## config.mk

```make
export PLATFORM = sky130hd
export DESIGN_NAME = display_conversion_scheduler
export DESIGN_NICKNAME = d
export VERILOG_FILES = /design/src/rtl/display_conversion_scheduler.sv
export SDC_FILE = /design/constraint.sdc
export NUM_CORES = 1
export LEC_CHECK = 0
export ABC_AREA = 1
export CELL_PAD_IN_SITES_DETAIL_PLACEMENT = 0
export CELL_PAD_IN_SITES_GLOBAL_PLACEMENT = 2
export CORE_MARGIN = 2
export CORE_UTILIZATION = 27
export DETAILED_ROUTE_END_ITERATION = 16
export HOLD_SLACK_MARGIN = 0.08
export PLACE_DENSITY_LB_ADDON = 0.1
export SYNTH_ARGS = -nofsm -noshare
export SYNTH_HDL_FRONTEND = slang
export SYNTH_SLANG_ARGS = --single-unit
```

## constraint.sdc

```tcl
create_clock -name clk -period 5.2 [get_ports clk]
set_input_delay 0.78 -clock clk [delete_from_list [all_inputs] [get_ports clk]]
set_output_delay 0.78 -clock clk [all_outputs]
set_load 0.02 [all_outputs]
```

## src/rtl/display_conversion_scheduler.sv

```systemverilog
// Shares one sequential binary-to-BCD converter across NUM_CH instrument displays, one sweep per tick.
// Optional macro SNAPSHOT_EN: every channel of a sweep converts a snapshot of chan_value taken at sweep start.
module display_conversion_scheduler #(
  parameter int NUM_CH         = 4,
  parameter int TIMEOUT_CYCLES = 64
) (
  input  logic                 clk,
  input  logic                 reset,
  input  logic                 tick,
  input  logic [NUM_CH-1:0]    chan_en,
  input  logic [NUM_CH*16-1:0] chan_value,
  output logic                 conv_start,
  output logic [15:0]          conv_binary,
  input  logic                 conv_done,
  input  logic [15:0]          conv_digits,
  output logic [NUM_CH*16-1:0] digits_out,
  output logic [NUM_CH-1:0]    digits_valid,
  output logic [NUM_CH-1:0]    chan_err,
  output logic                 sweep_busy,
  output logic                 sweep_done
);

  localparam int CH_W  = (NUM_CH > 1) ? $clog2(NUM_CH) : 1;
  localparam int TMR_W = $clog2(TIMEOUT_CYCLES + 1);

  typedef enum logic [1:0] {
    S_IDLE,
    S_START,
    S_WAIT,
    S_DONE
  } state_t;

  state_t           state, state_nxt;
  logic [CH_W-1:0]  ch, sel_idx;
  logic             sel_fire, sweep_begin, conv_end, conv_timeout, pending;
  logic [TMR_W-1:0] timer;
  logic [15:0]      value_arr  [NUM_CH];
  logic [15:0]      digits_reg [NUM_CH];
  logic [15:0]      sel_value;
  logic [CH_W:0]    first_sel, after_sel;

  // Lowest enabled channel with index >= from; MSB of the result flags that one exists.
  function automatic logic [CH_W:0] next_channel(input logic [NUM_CH-1:0] en, input int from);
    logic [CH_W:0] r;
    r = '0;
    for (int i = NUM_CH - 1; i >= 0; i--) begin
      if (en[i] && (i >= from)) r = {1'b1, CH_W'(i)};
    end
    return r;
  endfunction

  generate
    for (genvar g = 0; g < NUM_CH; g++) begin : g_unpack
      assign value_arr[g]            = chan_value[g*16 +: 16];
      assign digits_out[g*16 +: 16]  = digits_reg[g];
    end
  endgenerate

  assign first_sel = next_channel(chan_en, 0);
  assign after_sel = next_channel(chan_en, int'(ch) + 1);

  always_comb begin
    state_nxt    = state;
    sel_fire     = 1'b0;
    sel_idx      = ch;
    conv_end     = 1'b0;
    conv_timeout = 1'b0;
    case (state)
      S_IDLE: begin
        if ((tick || pending) && (|chan_en)) begin
          state_nxt = S_START;
          sel_fire  = 1'b1;
          sel_idx   = first_sel[CH_W-1:0];
        end
      end
      S_START: state_nxt = S_WAIT;
      S_WAIT: begin
        conv_end     = conv_done;
        conv_timeout = !conv_done && (timer == TMR_W'(TIMEOUT_CYCLES - 1));
        if (conv_end || conv_timeout) begin
          if (after_sel[CH_W]) begin
            state_nxt = S_START;
            sel_fire  = 1'b1;
            sel_idx   = after_sel[CH_W-1:0];
          end else begin
            state_nxt = S_DONE;
          end
        end
      end
      S_DONE: begin
        // A queued request chains straight into the next sweep so its START follows DONE directly.
        state_nxt = S_IDLE;
        if ((tick || pending) && (|chan_en)) begin
          state_nxt = S_START;
          sel_fire  = 1'b1;
          sel_idx   = first_sel[CH_W-1:0];
        end
      end
      default: state_nxt = S_IDLE;
    endcase
  end

  assign sweep_begin = sel_fire && ((state == S_IDLE) || (state == S_DONE));

`ifdef SNAPSHOT_EN
  logic [15:0] snap_arr [NUM_CH];

  always_ff @(posedge clk) begin
    if (sweep_begin) begin
      for (int i = 0; i < NUM_CH; i++) snap_arr[i] <= value_arr[i];
    end
  end

  // The first channel reads live inputs since the snapshot is written on that same edge.
  assign sel_value = sweep_begin ? value_arr[sel_idx] : snap_arr[sel_idx];
`else
  assign sel_value = value_arr[sel_idx];
`endif

  always_ff @(posedge clk) begin
    if (reset) begin
      state        <= S_IDLE;
      ch           <= '0;
      pending      <= 1'b0;
      timer        <= '0;
      conv_start   <= 1'b0;
      conv_binary  <= '0;
      digits_valid <= '0;
      chan_err     <= '0;
      sweep_busy   <= 1'b0;
      sweep_done   <= 1'b0;
    end else begin
      state      <= state_nxt;
      conv_start <= sel_fire;
      sweep_done <= (state_nxt == S_DONE);
      sweep_busy <= (state_nxt != S_IDLE);

      if (sel_fire) begin
        ch          <= sel_idx;
        conv_binary <= sel_value;
      end

      if (state == S_WAIT) timer <= timer + 1'b1;
      else                 timer <= '0;

      // One-deep request queue: extra ticks during a sweep coalesce.
      if (sweep_begin)                     pending <= 1'b0;
      else if (tick && (state != S_IDLE))  pending <= 1'b1;
      else if (state == S_IDLE)            pending <= 1'b0;

      if (conv_end) begin
        digits_valid[ch] <= 1'b1;
        chan_err[ch]     <= 1'b0;
      end else if (conv_timeout) begin
        chan_err[ch]     <= 1'b1;
      end
    end
  end

  always_ff @(posedge clk) begin
    if (reset) begin
      for (int i = 0; i < NUM_CH; i++) digits_reg[i] <= '0;
    end else if (conv_end) begin
      digits_reg[ch] <= conv_digits;
    end
  end

endmodule
```

==> summary.txt, run 1 <==
count of input and output buffers: 178
Sw Ratio: 38.4%
max reg flops: 64
# H-tree levels: 3
RSZ-0062 raised after global routing: no
post-route minimum period: 3.32 ns
fin crit share: 63.9%
Mapped Nets: 643
critical path arrival: 3.30 ns
HPWL Detailed: 10.3 mm
global route overflow: 0
fin util: 40.6%
GRT Total Usage: 14.7%
Peak VDD IR: 196 uV
fraction of power consumed by sequential logic: 37.1%
chip height: 137 um
internal power: 1720 uW
Post-CTS Setup Inserts: 0
Post-synth EDFFs: 64
placed inst area: 0.00670 mm2
Worst-Skew Late Latency: 0.35 ns
# nets final: 815
share of layout cells above drive strength 1: 6.88%
Final Slew Violations: 0
vias per inst: 4.21
number of detailed-route iterations in the first pass: 5
Final ANT Viol Nets: 0
vias in the first global route: 3979
P_leak: 0.00299 uW
switching power total: 1070 uW
Avg Cell Area, Syn: 8.62 um2
Comb power frac: 38.1%
part of the power in the clock network: 24.8%
async set or reset register ratio after synthesis: 0%
# clock sinks: 103
P per Cell Area: 398 mW/mm2
sequential-to-total area share from yosys stat: 57.0%
clk_skew: 0.00859 ns
Initial Utilization: 27.5%
min-delay worst type: reg -> reg
unique cell type count in the Yosys netlist: 36
CTS tree: built
DRC: 0
die width: 137 um
final hold vios: 0
Final Setup Violations: 0
core area: 0.0172 mm2
CTS resizes: 0
TritonCTS buffer count: 9
met1 Usage GRT: 19.5%
routed via count: 4006
maximum root-to-sink buffer count: 2
# IOs: 179
FF-to-FF path depth: 8
outcome: completed
hold depth: 1
fmax: 301 MHz
fin area: 0.00700 mm2
largest net degree at the start of global routing: 34
Mapped Cells: 550
Ant. Diodes: 0
WS Path Type: in -> reg
FF+latch count, synth: 103
setup TNS: 0 ns
gp weighted congestion: 0.785
GRT met2 Usage: 24.0%
met3 usage: 3.56%
Main synth FF type: edfxtp_1
crit path launch type: primary input
synthesized area: 0.00474 mm2
die area: 0.0186 mm2
Detailed Route WL: 13.5 mm
Layout area overhead: 47.7%
FP Rows: 48
Slew @ Worst Pin: 0.983 ns
Worst setup EP type: flip-flop
clk root buf: clkbuf_16
Clk pin slew, worst setup/hold paths: 0.07 ns
initial antenna violation count: 0
max-cap violation count: 0
Slew HR: 34.5%
Required @ worst endpoint: 5.17 ns
WL/cell: 14.2 um
CP max FO: 19
DRT iter0 DRCs: 131
hold_buf cts: 0
first-pass GRT wire length: 21.1 mm
synth warn: 0
GRT Max-Usage Layer: met2
[per-stage QoR]
stage          instances  setup slack (ns)  total power [uW]  hold WS [ns]
6_report             952              1.88              2790         0.451
5_1_grt              952              1.54              2990         0.470
4_1_cts              952              1.77              2830         0.457
3_5_place_dp         936              1.41              2140         0.439
3_3_place_gp         936              1.54              2140         0.429
2_1_floorplan        550              2.70              1770         0.418
[synthesized netlist by cell type (all sizes together), types with 5 or more instances]
cell type	number	share of area (%)
nand2	136	12
nor2	111	9.3
inv	87	7.0
edfxtp	64	41
nand3	47	5.1
dfxtp	39	16
a21oi	18	2.2
buf	11	1.8
clkbuf	6	0.47
o21ai	6	0.63
ha	5	1.3
nand3b	5	0.79
[layout make-up]
type / count / area (um2)
clock inverter: 7 / 76.3
multi-input combinational: 342 / 1600
sequential: 103 / 2700
inverter: 88 / 335
clock buffer: 9 / 225
tap: 225 / 282
fill: 1718 / 10200
timing repair buffer: 178 / 1780
[final timing paths]
| check | start | slack [ns] | to |
|---|---|---|---|
| hold / removal | timer[0] | 0.45 | timer[0] |
| setup / recovery | reset | 1.88 | digits_reg[1][3] |
| setup reg to reg | state[0] | 2.62 | digits_reg[1][3] |
| hold reg to reg | timer[0] | 0.45 | timer[0] |
[placed cells by master (no fill, tap or decap), types with 4 or more instances in the layout]
cell	instances
ha_1	5
edfxtp_1	64
nand2_2	12
o21ai_0	5
a21oi_1	16
nand2_1	120
nand3b_1	5
nor3_1	4
dfxtp_1	39
nor2_1	106
inv_2	7
clkdlybuf4s50_1	178
nand3_1	46
inv_1	79
clkbuf_16	9
[kinds of logic after synthesis]
kind of cell | count (synthesis) | synth area share (%)
and+or+nand+nor | 303 | 27.8
xor gates and xnor gates | 1 | 0.185
AOI/OAI and AO/OA | 33 | 4.41
DFF | 103 | 57.0
buffers and inverters | 105 | 9.34
adders and majority gates | 5 | 1.32
[per-layer routing]
layer  wire (um)  up-vias
li1            -     2071
met1        6010     1792
met2        6380      133
met3         938       10
met4         150        0
met5           0        -
[power groups by stage]
| stage | registers (uW) | logic, uW | clock network, uW |
|---|---|---|---|
| after floorplan | 1150 | 625 | 0 |
| after global placement | 1050 | 1090 | 0 |
| after detailed placement | 1050 | 1080 | 0 |
| after CTS | 1040 | 1090 | 706 |
| after global routing | 1050 | 1190 | 745 |
| final | 1030 | 1060 | 692 |
[worst max-delay path: stages]
cell and delay [ns]:
clkdlybuf4s50_1 0.89, clkinv_1 0.76, nand2_1 0.84
No activity file was read; power rests on OpenSTA's default activity.
==> run 2, diff against run 1 <==
CORE_UTILIZATION = 22   (was 27)
clock period = 2.8 ns   (was 5.2 ns; I/O delays follow)
==> run 2 against run 1 <==
  * Count of clock-buffer cells in the layout unchanged
  * Clock power up 88%
  * Clock skew up 0.0013 ns
  * Final cell count up 6.3%
  * Combinational power up 88%
  * Final area up 2.0%
  * Flip-flop and latch count unchanged
  * Via count up 3.2%
  * Total power up 87%
  * Critical endpoint is now conv_binary[7]
==> summary.txt, run 2 (synthesis gave the netlist of run 1 again) <==
switching power total: 1940 uW
clk_skew: 0.00985 ns
# IOs: 179
Final ANT Viol Nets: 0
initial antenna violation count: 0
CTS resizes: 0
Worst-Skew Late Latency: 0.35 ns
CP Cell Sequence: clkdlybuf4s50_1 > nor2_1 > nand2_1 > nand2_1 > nand2_1 > nand2_1 > nor2_1 > nor2_2 > nand2_4 > nand2_8 > inv_6 > nand2_1 > nand2_1 > a21oi_1 > nor2_1
CTS tree: built
fin crit share: 77.3%
commonest non-fill, non-tap cells in the layout: 178 x clkdlybuf4s50_1, 120 x nand2_1, 106 x nor2_1
# H-tree levels: 3
DRT iter0 DRCs: 126
setup TNS: 0 ns
Clk pin slew, worst setup/hold paths: 0.07 ns
most used cell, CP: nand2_1
critical path arrival: 2.42 ns
P_leak: 0.00303 uW
Ant. Diodes: 0
WS Path Type: in -> reg
clk root buf: clkbuf_16
die area: 0.0227 mm2
Final Slew Violations: 0
count of input and output buffers: 178
CP max FO: 33
CP max-delay cell: clkdlybuf4s50_1
crit path launch type: primary input
P per Cell Area: 730 mW/mm2
post-route minimum period: 2.16 ns
outcome: completed
GRT Total Usage: 12.9%
max reg flops: 64
TritonCTS buffer count: 9
number of detailed-route iterations in the first pass: 4
internal power: 3270 uW
Peak VDD IR: 284 uV
Final Setup Violations: 0
final hold vios: 0
# nets final: 825
Layout area overhead: 50.6%
fin area: 0.00714 mm2
# clock sinks: 103
placed inst area: 0.00684 mm2
CP top delay family: simple AND/OR/NAND/NOR gates
Worst setup EP type: flip-flop
WP buf/inv: 2
Initial Utilization: 22.5%
core area: 0.0211 mm2
Slew @ Worst Pin: 1.08 ns
Required @ worst endpoint: 3.05 ns
vias in the first global route: 4109
vias per inst: 4.08
Comb power frac: 38.3%
routed via count: 4133
Post-CTS Setup Inserts: 0
fillers: 2225
gp weighted congestion: 0.752
WL/cell: 14.3 um
share of layout cells above drive strength 1: 8.01%
hold_buf cts: 0
RSZ-0062 raised after global routing: no
fmax: 462 MHz
fraction of power consumed by sequential logic: 36.8%
maximum root-to-sink buffer count: 2
global route overflow: 0
FP Rows: 53
Detailed Route WL: 14.4 mm
Sw Ratio: 37.2%
part of the power in the clock network: 25.0%
largest net degree at the start of global routing: 34
chip height: 151 um
DRC: 0
min-delay worst type: reg -> reg
Slew HR: 27.8%
most common cell after layout, fill and taps aside: clkdlybuf4s50_1
die width: 151 um
max-cap violation count: 0
worst stage delay on the critical path: 0.46 ns
HPWL Detailed: 11.0 mm
first-pass GRT wire length: 22.2 mm
[run 2: changes by cell type in the layout (fill, tap and decap cells not counted), sizes merged]
cell      previous run  this run
buf                  0        10
clkinv               2         4
clkinvlp             0         1
bufinv               0         1
inv                 93        89
[run 2: layout make-up]
cell class | instances | area, um2 | share of cell area (%)
Sequential cell | 103 | 2700 | 37.8
Timing Repair Buffer | 188 | 1860 | 26.0
Multi-Input combinational cell | 342 | 1600 | 22.4
Tap cell | 275 | 344 | 4.82
Inverter | 88 | 335 | 4.69
Clock buffer | 9 | 225 | 3.15
Clock inverter | 7 | 78.8 | 1.10
[run 2: path summary, 6_finish.rpt]
kind | startpoint | end | slack, ns | cells past startpoint
max reg2reg | timer[0] | conv_binary[3] | 0.67 | 13
max | chan_en[3] | conv_binary[7] | 0.64 | 15
min reg2reg | timer[0] | timer[0] | 0.46 | 1
min | timer[0] | timer[0] | 0.46 | 1
[run 2: power by group through the flow]
| stage | Clock (uW) | Combinational (uW) | Sequential (uW) |
|---|---|---|---|
| 2_1_floorplan | 0 | 1160 | 2130 |
| 3_3_place_gp | 0 | 2030 | 1960 |
| 3_5_place_dp | 0 | 2030 | 1950 |
| 4_1_cts | 1340 | 2040 | 1920 |
| 5_1_grt | 1390 | 2250 | 1940 |
| 6_report | 1300 | 1990 | 1920 |
[run 2: metal layers]
| metal | GRT usage (%) | vias to the layer above | part of all wire [%] | routed length, um |
|---|---|---|---|---|
| li1 | - | 2098 | - | - |
| met1 | 16.5 | 1891 | 45 | 6570 |
| met5 | 0 | - | 0 | 0 |
| met4 | 4.67 | 0 | 1.7 | 249 |
| met2 | 21.3 | 129 | 46 | 6710 |
| met3 | 2.83 | 15 | 6.4 | 920 |
[run 2: through the flow]
| step | total power, uW | util [%] | setup slack [ns] | std cells | hold WS [ns] |
|---|---|---|---|---|---|
| after floorplan | 3300 | - | 0.487 | 550 | 0.418 |
| after CTS | 5300 | 33.9 | 0.596 | 1012 | 0.458 |
| after global placement | 3990 | 32.4 | 0.224 | 996 | 0.426 |
| after global routing | 5580 | 33.9 | 0.364 | 1012 | 0.473 |
| after detailed placement | 3980 | 32.4 | 0.216 | 996 | 0.441 |
| final | 5210 | 33.9 | 0.636 | 1012 | 0.456 |
